File: config.mk
export PLATFORM = sky130hd
export DESIGN_NAME = count_uart_tx
export DESIGN_NICKNAME = d
export VERILOG_FILES = /design/src/rtl/count_uart_pkg.sv /design/src/rtl/count_uart_tx_baud_tick_gen.sv /design/src/rtl/count_uart_tx.sv
export SDC_FILE = /design/constraint.sdc
export NUM_CORES = 1
export LEC_CHECK = 0
export CAP_MARGIN = 10
export CORE_MARGIN = 8
export CORE_UTILIZATION = 45
export DETAILED_ROUTE_END_ITERATION = 8
export GPL_TIMING_DRIVEN = 0
export PLACE_DENSITY_LB_ADDON = 0.1
export SKIP_CTS_REPAIR_TIMING = 1
export SYNTH_ARGS = -nofsm -noshare
export SYNTH_HDL_FRONTEND = slang
export SYNTH_SLANG_ARGS = --single-unit
File: constraint.sdc
create_clock -name clk -period 4.4 [get_ports clk]
set_input_delay 0.88 -clock clk [delete_from_list [all_inputs] [get_ports clk]]
set_output_delay 0.88 -clock clk [all_outputs]
set_load 0.01 [all_outputs]
File: src/rtl/count_uart_pkg.sv
// Shared types and constants for the counter-value UART transmitter.
package count_uart_pkg;

   typedef enum logic [1:0] {
      IDLE  = 2'd0,
      START = 2'd1,
      DATA  = 2'd2,
      STOP  = 2'd3
   } state_e;

   localparam int FRAME_BITS = 10;
   localparam int DATA_BITS  = 8;
   localparam int BAUD_CNT_W = 16;

   // Terminal value of the baud counter for a given bit period.
   function automatic logic [BAUD_CNT_W-1:0] baud_last(input int unsigned clks);
      return BAUD_CNT_W'(clks - 32'd1);
   endfunction

endpackage

File: src/rtl/count_uart_tx_baud_tick_gen.sv
// Bit-period timer: counts 0..CLKS_PER_BIT-1 and pulses tick on the last count.
module baud_tick_gen
   import count_uart_pkg::*;
#(
   parameter int unsigned CLKS_PER_BIT = 16
) (
   input  logic clk,
   input  logic rst,
   input  logic clear,
   output logic tick
);

   localparam logic [BAUD_CNT_W-1:0] LAST = baud_last(CLKS_PER_BIT);

   logic [BAUD_CNT_W-1:0] cnt_q;
   logic [BAUD_CNT_W-1:0] cnt_d;

   // Next count: held at zero while cleared, wraps at each bit boundary.
   always_comb begin
      cnt_d = cnt_q;
      if (clear) begin
         cnt_d = {BAUD_CNT_W{1'b0}};
      end else if (cnt_q == LAST) begin
         cnt_d = {BAUD_CNT_W{1'b0}};
      end else begin
         cnt_d = cnt_q + {{(BAUD_CNT_W-1){1'b0}}, 1'b1};
      end
   end

   // Counter register.
   always_ff @(posedge clk) begin
      if (rst) begin
         cnt_q <= {BAUD_CNT_W{1'b0}};
      end else begin
         cnt_q <= cnt_d;
      end
   end

   assign tick = (cnt_q == LAST) && !clear;

endmodule

File: src/rtl/count_uart_tx.sv
// Snapshots an 8-bit count and sends it as a UART 8N1 frame, LSB first.
module count_uart_tx
   import count_uart_pkg::*;
#(
   parameter int unsigned CLKS_PER_BIT = 16,
   parameter bit          AUTO_CAPTURE = 1'b0
) (
   input  logic       clk,
   input  logic       rst,
   input  logic [7:0] count_in,
   input  logic       capture,
   output logic       tx,
   output logic       busy,
   output logic       dropped
);

   localparam logic [2:0] LAST_BIT = 3'(DATA_BITS - 1);

   state_e     state_q, state_d;
   logic [7:0] shift_q, shift_d;
   logic [2:0] bit_idx_q, bit_idx_d;
   logic [7:0] last_count_q;
   logic       tx_q, tx_d;
   logic       busy_q, busy_d;
   logic       dropped_q, dropped_d;
   logic       req;
   logic       baud_tick;
   logic       baud_clear;

   assign req        = AUTO_CAPTURE ? (count_in != last_count_q) : capture;
   assign baud_clear = (state_q == IDLE);

   baud_tick_gen #(
      .CLKS_PER_BIT(CLKS_PER_BIT)
   ) u_baud (
      .clk  (clk),
      .rst  (rst),
      .clear(baud_clear),
      .tick (baud_tick)
   );

   // Frame sequencing; tx and busy are computed one cycle ahead of their flops.
   always_comb begin
      state_d   = state_q;
      shift_d   = shift_q;
      bit_idx_d = bit_idx_q;
      tx_d      = tx_q;
      busy_d    = busy_q;
      dropped_d = dropped_q;

      // Any request outside IDLE, including the last stop-bit cycle, is lost.
      if (req && (state_q != IDLE)) begin
         dropped_d = 1'b1;
      end else begin
         dropped_d = dropped_q;
      end

      case (state_q)
         IDLE: begin
            if (req) begin
               state_d = START;
               shift_d = count_in;
               tx_d    = 1'b0;
               busy_d  = 1'b1;
            end else begin
               tx_d   = 1'b1;
               busy_d = 1'b0;
            end
         end
         START: begin
            if (baud_tick) begin
               state_d   = DATA;
               bit_idx_d = 3'd0;
               tx_d      = shift_q[0];
            end else begin
               tx_d = 1'b0;
            end
         end
         DATA: begin
            if (baud_tick) begin
               shift_d = {1'b0, shift_q[7:1]};
               if (bit_idx_q == LAST_BIT) begin
                  state_d = STOP;
                  tx_d    = 1'b1;
               end else begin
                  bit_idx_d = bit_idx_q + 3'd1;
                  tx_d      = shift_q[1];
               end
            end else begin
               tx_d = shift_q[0];
            end
         end
         STOP: begin
            if (baud_tick) begin
               state_d = IDLE;
               busy_d  = 1'b0;
               tx_d    = 1'b1;
            end else begin
               tx_d = 1'b1;
            end
         end
         default: begin
            state_d = IDLE;
            tx_d    = 1'b1;
            busy_d  = 1'b0;
         end
      endcase
   end

   // State and output registers; last_count tracks count_in even during reset.
   always_ff @(posedge clk) begin
      if (rst) begin
         state_q      <= IDLE;
         shift_q      <= 8'h00;
         bit_idx_q    <= 3'd0;
         tx_q         <= 1'b1;
         busy_q       <= 1'b0;
         dropped_q    <= 1'b0;
         last_count_q <= count_in;
      end else begin
         state_q      <= state_d;
         shift_q      <= shift_d;
         bit_idx_q    <= bit_idx_d;
         tx_q         <= tx_d;
         busy_q       <= busy_d;
         dropped_q    <= dropped_d;
         last_count_q <= count_in;
      end
   end

   assign tx      = tx_q;
   assign busy    = busy_q;
   assign dropped = dropped_q;

endmodule

==> metrics.cfg <==
[cells_and_area]
multi_input_area_um2 = 998
num-nets-final = 228
stdcell_area_um2 = 1990
fillers = 338
synthToLayoutAreaGrowth_pct = 15.9
drive_above_1_share_pct = 11.4
regArea_um2 = 641
insertedDiodeCount = 0

[synth]
ys_types = 37
synth_area_um2 = 1710
synth-seq-area-share_pct = 37.4
synth_common_cells = dfxtp_1, nor2_1, nand2_1
synth-edff-count = 0
synth.most_common_cell = dfxtp_1
synth-main-ff-cell = dfxtp_1
synth_area_leaders = dfxtp_1, xor2_1, ha_1
avgSynthCellArea_um2 = 8.97
synth_top_area_share_pct = 37.4
async_reset_ff_share_pct = 0
yosysWarnings = 0
yosys.area.top_type = dfxtp_1
ys_seq_elements = 32
syn_inst = 191
synth.net_count = 209

[routing]
dr.pass1.iters = 4
avgViaCountPerCell = 5.52
wl_mm = 3.59
vias = 1429
drt_iter0_drc = 105
drc_errors = 0
wl_per_cell_um = 13.9
ant_nets = 0

[critical_path]
r2r_slack_ns = 2.37
cp_data_required_time_ns = 4.60
crit-reg2reg-launch = state_q[0]$_SDFFE_PP0P_
r2r_end = shift_q[6]$_SDFFE_PP0P_
worstPathMaxFanout = 7
cp_data_arrival_time_ns = 2.27
critPathLaunchType = primary input
startpoint = capture
cp-end-kind = register
worstRegToRegCells = 6
critical_path.endpoint = shift_q[3]$_SDFFE_PP0P_
path_class = primary input to register

[placement]
io_buffers = 12
gp_congestion = 0.784
dp_slack_ns = 2.03
place_hpwl_mm = 2.65
placed_area_um2 = 1890

[sta]
fmax_mhz = 483
rsz0062_at_grt = no
hold_viol_final = 0
worst_pin_slew_ns = 0.505
finalMaxSlewViolations = 0
setup_ws_ns = 2.33
fin_crit_sh_pct = 47.1
maxSlewHeadroom_pct = 66.4
finalSetupViolCount = 0
fin_crit_ns = 2.07
hold_slack_ns = 0.462
setup_tns_ns = 0
clock_skew_ns = 0.00155

[clocking]
clockRootBuffer = clkbuf_8
cts_tree = built
cts.sinks = 32
cts.clk_slew.worst_paths_ns = 0.07
clockBufferDepth = 2
cts_buffers = 5
htreeDepth = 2
clock_latency_ns = 0.28

[power]
vdd_drop_max_mv = 0.197
cellLeakagePower_uw = 0.000706
powerDensity_nw_per_um2 = 482

[global_route]
grt_pass1_wl_mm = 6.15
grt-ovfl-total = 0
grt_start_max_net_pins = 11
grt_pass1_vias = 1448
antenna_found_initial = 0
track_usage_pct = 12.3

[die]
fp.dieH_um = 77.7
initial_core_util_pct = 46.8
core-area_um2 = 3660
die_w_um = 77.7
ios = 14
row_count = 22
die_area_um2 = 6040

[run_status]
outcome = completed

[worst_hold_path]
min-delay-path-class = register to register

[flow_run]
drv_cap = 0

[registers in the layout, indices dropped and copies added (netlist names)]
signal	count
u_baud.cnt_q	16
shift_q	8
bit_idx_q	3
state_q	2
busy	1
dropped	1
tx	1
[power by group]
part,internal [uW],switching [uW]
combinational,152,213
sequential,333,27.9
clock,125,107
[placed cells by master, fill, tap and decap left out, drive strengths merged, types with 2 or more instances in the layout]
master / synthesis / layout
a211o: 2 / 2
a21oi: 9 / 9
a22oi: 7 / 7
and2: 2 / 2
and3: 3 / 3
and4: 5 / 5
buf: 6 / 6
clkbuf: 4 / 10
clkdlybuf4s50: 0 / 12
clkinv: 0 / 2
dfxtp: 32 / 32
ha: 7 / 7
inv: 5 / 5
nand2: 13 / 13
nand2b: 12 / 12
nand3: 6 / 6
nand4: 8 / 8
nand4b: 2 / 2
nor2: 22 / 22
nor3: 7 / 7
nor4: 3 / 3
o21ai: 5 / 5
o22ai: 8 / 8
o32ai: 2 / 2
or3: 2 / 2
xnor2: 2 / 2
xor2: 11 / 11
[layer usage]
metal	track usage (%)	up-vias	share of wire [%]
met3	4.15	6	5.0
met4	4.34	0	1.4
met1	12.6	667	43
li1	-	721	-
met2	22.5	35	51
met5	0	-	0
[area by class of cell]
type / count / share of cell area, %
sequential: 32 / 32.2
clock inverter: 2 / 0.504
buffer: 10 / 2.83
timing repair buffer: 12 / 6.05
multi-input combinational: 144 / 50.3
tap: 48 / 3.02
clock buffer: 6 / 4.16
inverter: 5 / 0.945
[worst min path at each step]
stage	cells past startpoint	slack [ns]	end	start
after floorplan	1	0.43	u_baud.cnt_q[0]$_SDFF_PP0_	u_baud.cnt_q[0]$_SDFF_PP0_
after global placement	1	0.44	u_baud.cnt_q[0]$_SDFF_PP0_	u_baud.cnt_q[0]$_SDFF_PP0_
after detailed placement	1	0.45	u_baud.cnt_q[0]$_SDFF_PP0_	u_baud.cnt_q[0]$_SDFF_PP0_
after CTS	1	0.47	u_baud.cnt_q[0]$_SDFF_PP0_	u_baud.cnt_q[0]$_SDFF_PP0_
after global routing	1	0.49	u_baud.cnt_q[0]$_SDFF_PP0_	u_baud.cnt_q[0]$_SDFF_PP0_
final	1	0.46	u_baud.cnt_q[0]$_SDFF_PP0_	u_baud.cnt_q[0]$_SDFF_PP0_
[stage by stage]
stage	util, %	instances	power, uW
after floorplan	-	191	632
after global placement	51.7	251	715
after detailed placement	51.7	251	727
after CTS	54.3	259	961
after global routing	54.3	259	1020
final	54.3	259	957
[kinds of logic after synthesis]
group                    Yosys count  synth area share (%)
AND/OR/NAND/NOR                   87                  30.7
adder cells (fa/ha/maj)            7                  5.11
flip-flops                        32                  37.4
multiplexers                       1                 0.584
buffers and inverters             15                  4.38
XOR/XNOR                          13                  6.64
AO/OA/AOI/OAI                     36                  15.2
[worst max-delay path, stage by stage]
cell and delay [ns]:
clkdlybuf4s50_1 0.52, nand2_1 0.12, nor2_1 0.41, a22oi_1 0.17
o22ai_1 0.17
No activity file was read; power rests on OpenSTA's default activity.
